--- config.mk ---
export PLATFORM = sky130hd
export DESIGN_NAME = piso_shift_out
export DESIGN_NICKNAME = d
export VERILOG_FILES = /design/src/rtl/piso_shift_out.sv
export SDC_FILE = /design/constraint.sdc
export NUM_CORES = 1
export LEC_CHECK = 0
export CAP_MARGIN = 20
export CORE_ASPECT_RATIO = 0.7
export CORE_UTILIZATION = 35
export DETAILED_ROUTE_END_ITERATION = 7
export PLACE_DENSITY = 0.68
export SYNTH_ARGS = -nofsm -noshare
export SYNTH_HDL_FRONTEND = slang
export SYNTH_SLANG_ARGS = --single-unit
--- constraint.sdc ---
create_clock -name i_clk -period 1.89 [get_ports i_clk]
set_input_delay 0.378 -clock i_clk [delete_from_list [all_inputs] [get_ports i_clk]]
set_output_delay 0.378 -clock i_clk [all_outputs]
set_load 0.05 [all_outputs]
--- src/rtl/piso_shift_out.sv ---
// Parallel-in/serial-out readout: captures a word on a load strobe and streams it
// one bit per accepted valid/ready transfer, with frame_start and done delimiters.
module piso_shift_out #(
   parameter int WIDTH     = 8,
   parameter bit MSB_FIRST = 1'b1
) (
   input  logic             i_clk,
   input  logic             i_rst_n,
   input  logic             i_load_en,
   input  logic [WIDTH-1:0] i_d,
   input  logic             i_sout_ready,
   output logic             o_sout,
   output logic             o_sout_valid,
   output logic             o_frame_start,
   output logic             o_busy,
   output logic             o_done,
   output logic             o_dbg_state
);

   localparam int CNT_W = $clog2(WIDTH);

   typedef enum logic {
      ST_IDLE  = 1'b0,
      ST_SHIFT = 1'b1
   } state_t;

   state_t             r_state, w_state_nx;
   logic [WIDTH-1:0]   r_shift, w_shift_nx;
   logic [CNT_W-1:0]   r_cnt, w_cnt_nx;
   logic               r_sout, w_sout_nx;
   logic               r_valid, w_valid_nx;
   logic               r_fs, w_fs_nx;
   logic               r_busy, w_busy_nx;
   logic               r_done, w_done_nx;

   logic [WIDTH-1:0]   w_shifted;
   logic               w_head_d;
   logic               w_head_shifted;

   // The head bit sits at the end selected by MSB_FIRST; shifting moves the next bit there.
   assign w_shifted      = MSB_FIRST ? {r_shift[WIDTH-2:0], 1'b0} : {1'b0, r_shift[WIDTH-1:1]};
   assign w_head_d       = MSB_FIRST ? i_d[WIDTH-1] : i_d[0];
   assign w_head_shifted = MSB_FIRST ? w_shifted[WIDTH-1] : w_shifted[0];

   // Handshake: a bit transfers on a rising edge where o_sout_valid=1 and i_sout_ready=1;
   // while i_sout_ready=0 the presented bit, valid, frame_start and counter all hold.
   always_comb begin
      w_state_nx = r_state;
      w_shift_nx = r_shift;
      w_cnt_nx   = r_cnt;
      w_sout_nx  = r_sout;
      w_valid_nx = r_valid;
      w_fs_nx    = r_fs;
      w_busy_nx  = r_busy;
      w_done_nx  = 1'b0;
      case (r_state)
         ST_IDLE: begin
            w_sout_nx  = 1'b0;
            w_valid_nx = 1'b0;
            w_fs_nx    = 1'b0;
            w_busy_nx  = 1'b0;
            if (i_load_en) begin
               w_state_nx = ST_SHIFT;
               w_shift_nx = i_d;
               w_cnt_nx   = CNT_W'(WIDTH - 1);
               w_sout_nx  = w_head_d;
               w_valid_nx = 1'b1;
               w_fs_nx    = 1'b1;
               w_busy_nx  = 1'b1;
            end
         end
         ST_SHIFT: begin
            if (i_sout_ready) begin
               if (r_cnt != '0) begin
                  w_shift_nx = w_shifted;
                  w_cnt_nx   = r_cnt - CNT_W'(1);
                  w_sout_nx  = w_head_shifted;
                  w_fs_nx    = 1'b0;
               end else begin
                  w_state_nx = ST_IDLE;
                  w_sout_nx  = 1'b0;
                  w_valid_nx = 1'b0;
                  w_fs_nx    = 1'b0;
                  w_busy_nx  = 1'b0;
                  w_done_nx  = 1'b1;
               end
            end
         end
         default: w_state_nx = ST_IDLE;
      endcase
   end

   always_ff @(posedge i_clk) begin
      if (!i_rst_n) begin
         r_state <= ST_IDLE;
         r_shift <= '0;
         r_cnt   <= '0;
         r_sout  <= 1'b0;
         r_valid <= 1'b0;
         r_fs    <= 1'b0;
         r_busy  <= 1'b0;
         r_done  <= 1'b0;
      end else begin
         r_state <= w_state_nx;
         r_shift <= w_shift_nx;
         r_cnt   <= w_cnt_nx;
         r_sout  <= w_sout_nx;
         r_valid <= w_valid_nx;
         r_fs    <= w_fs_nx;
         r_busy  <= w_busy_nx;
         r_done  <= w_done_nx;
      end
   end

   assign o_sout        = r_sout;
   assign o_sout_valid  = r_valid;
   assign o_frame_start = r_fs;
   assign o_busy        = r_busy;
   assign o_done        = r_done;
   assign o_dbg_state   = r_state;

endmodule
==> results.md <==
- PortBufs: 17
- Most common flop cell mapped by yosys: dfxtp_1
- CTS buffer count: 3
- Num ports: 18
- Fin area: 913 µm²
- Area delta synth->final: 31.5%
- # nets final: 104
- Setup CP Type: reg -> out
- CP Capture Type: output pin
- Via count: 591
- DR WL/cell: 12.8 µm
- Post-synthesis async set-or-reset flop share: 0%
- Drt total wl: 1.42 mm
- DP HPWL: 1.01 mm
- First-pass GRT wire length: 2.44 mm
- Buf/Inv on CP: 1
- Post-synth EDFFs: 0
- Iteration-0 DRC Markers: 8
- RSZ-0062 raised after global routing: no
- Row cnt: 13
- Syn Nets: 86
- Max-Cap Viols: 0
- ANT cells: 0
- CP Launch Type: register
- Critical-path cell list: clkdlybuf4s50_1
- Cell area after placement: 881 µm²
- DRT antenna net count: 0
- Yosys reg bits: 15
- Req. time, crit path: 1.51 ns
- Sequential share of the synthesized area: 43.2%
- Crit-path max cell delay: 0.80 ns
- Via density: 5.32
- Hold WC Path Type: reg -> reg
- Final Hold Vio Count: 0
- DR pass1 iterations: 4
- Status: finished, final reports clean
- Total negative slack: 0 ns
- Cell area after synthesis: 694 µm²
- Yosys cell types: 23
- Routability Congestion: 0.728
- Largest net degree at the start of global routing: 15
- Total track usage: 15.6%
- Maximum fanout along the worst path: 2
- Layout cells sized above 1: 8.99%
- Die width: 55.2 µm
- Clock Latency Late Sink: 0.28 ns
- CTS sink cnt: 15
- Core area: 1850 µm²
- Leak: 0.365 nW
- CTS tree: yes
- Clk_skew: 0.00493 ns
- FMAX: 555 MHz
- CP arrival: 1.42 ns
- Max VDD drop: 0.565 mV
- Cells after Synth: 72
- Die ar.: 2170 µm²
- Power Total: 743 µW
- Reg clk slew, reported paths: 0.09 ns
- Crit path max-delay family: buffers and inverters
- Initial cell density of the core: 37.4%
- Antenna violations before repair: 0
- Tightest Pin Transition: 0.502 ns
- Synth warnings: 0
- Worst path slowest cell: clkdlybuf4s50_1
- Power density over the cells: 813 nW/µm²
- Root Buffer: clkbuf_4
- Final setup fails: 0
- Congestion Overflow GR: 0
- Worst slew margin relative to its limit: 66.5%
- Number of global-route vias before repair: 541
- Post-route minimum period: 1.80 ns
- CTS Buffer Depth: 2
- DRC Markers: 0
- Final Slew Violations: 0
- Avg Inst Size Synth: 9.64 µm²
- Die span in y: 39.3 µm
- Period utilisation layout: 95.4%
- CTS H-Tree Depth: 1
## synth_stat cells, types with 2 or more instances
library cell  count  area share [%]
a31oi_1           2             1.8
dfxtp_1          15              43
buf_2             2             1.4
nor2_1            2             1.1
nand2b_1          2             1.8
nand2_1           3             1.6
ha_1              2             3.6
a211oi_1         12              13
inv_1             3             1.6
a311oi_1          2             2.5
o21a_1            3             3.2
buf_4             3             3.2
mux2i_1           6             8.6
nor2b_1           2             1.8
a21oi_1           5             3.6
## placed cells by master, fill, tap and decap left out, types with 3 or more instances in the layout
cell and instances:
clkdlybuf4s50_1 14, o21a_1 3, inv_1 3, dfxtp_1 15
nand2_1 3, a211oi_1 12, a21oi_1 5, mux2i_1 6
clkbuf_4 3
## per-stage QoR
step / hold WS [ns] / utilization [%] / setup WS, ns / cells
after floorplan: 0.441 / - / 0.471 / 72
after global placement: 0.449 / 47.5 / 0.156 / 107
after detailed placement: 0.463 / 47.5 / 0.107 / 107
after CTS: 0.485 / 49.0 / 0.0380 / 111
after global routing: 0.518 / 49.3 / 0.00424 / 111
final: 0.476 / 49.3 / 0.0871 / 111
## flip-flops by register name, summed over array words and instances (netlist names)
signal	count
r_cnt	3
o_done	1
o_dbg_state	1
o_busy	1
r_shift	7
o_frame_start	1
o_sout	1
## final cells by class
| type | instances | area (µm²) |
|---|---|---|
| clock buffers | 3 | 22.5 |
| well taps | 22 | 27.5 |
| inverters | 3 | 11.3 |
| multi-input cells | 48 | 347 |
| repair buffers | 19 | 200 |
| flip-flops and latches | 15 | 300 |
| fillers | 191 | 941 |
| clock inverters | 1 | 5.00 |
## path summary, 6_finish.rpt
check                              from  slack [ns]                     to  cells after the start
setup reg to reg  r_cnt[0]$_SDFFE_PN0P_        0.39    o_sout$_SDFFE_PN0P_                      5
hold / removal    r_cnt[1]$_SDFFE_PN0P_        0.48  r_cnt[1]$_SDFFE_PN0P_                      1
setup / recovery    o_sout$_SDFFE_PN0P_        0.09                 o_sout                      1
hold reg to reg   r_cnt[1]$_SDFFE_PN0P_        0.48  r_cnt[1]$_SDFFE_PN0P_                      1
## kinds of logic (layout without fill, tap and decap cells)
logic type | count (synthesis) | after routing | synth area share (%)
compound gates | 28 | 28 | 28.6
fa+ha+maj | 2 | 2 | 3.60
buf+inv | 9 | 26 | 6.85
flops | 15 | 15 | 43.2
mux | 6 | 6 | 8.65
simple gates | 12 | 12 | 9.01
## metal layers
metal / vias to the layer above / global-route usage (%) / share of wire [%]
met5: - / 0 / 0
met4: 0 / 5.63 / 0.63
met3: 2 / 7.92 / 7.2
met2: 18 / 24.7 / 43
met1: 268 / 18.5 / 50
li1: 303 / - / -
## worst register-to-register path, cell delays in order, from the launching register on
cell,delay (ns)
dfxtp_1,0.35
inv_1,0.07
ha_1,0.20
nand2b_1,0.32
a21oi_1,0.14
a2111oi_0,0.32
## power by group
| part | leakage [nW] | internal, mW | switching [mW] |
|---|---|---|---|
| Combinational | 0.223 | 0.0862 | 0.105 |
| Clock | 0.0177 | 0.0786 | 0.106 |
| Sequential | 0.124 | 0.345 | 0.0216 |
| Total | 0.365 | 0.510 | 0.232 |
## repair_timing
action,in CTS,in global routing
buffers inserted,0,0
hold buffers,0,0
setup endpoints to repair,0,2
resized for setup,0,2
Note: power is estimated with default switching activity, not from simulation.
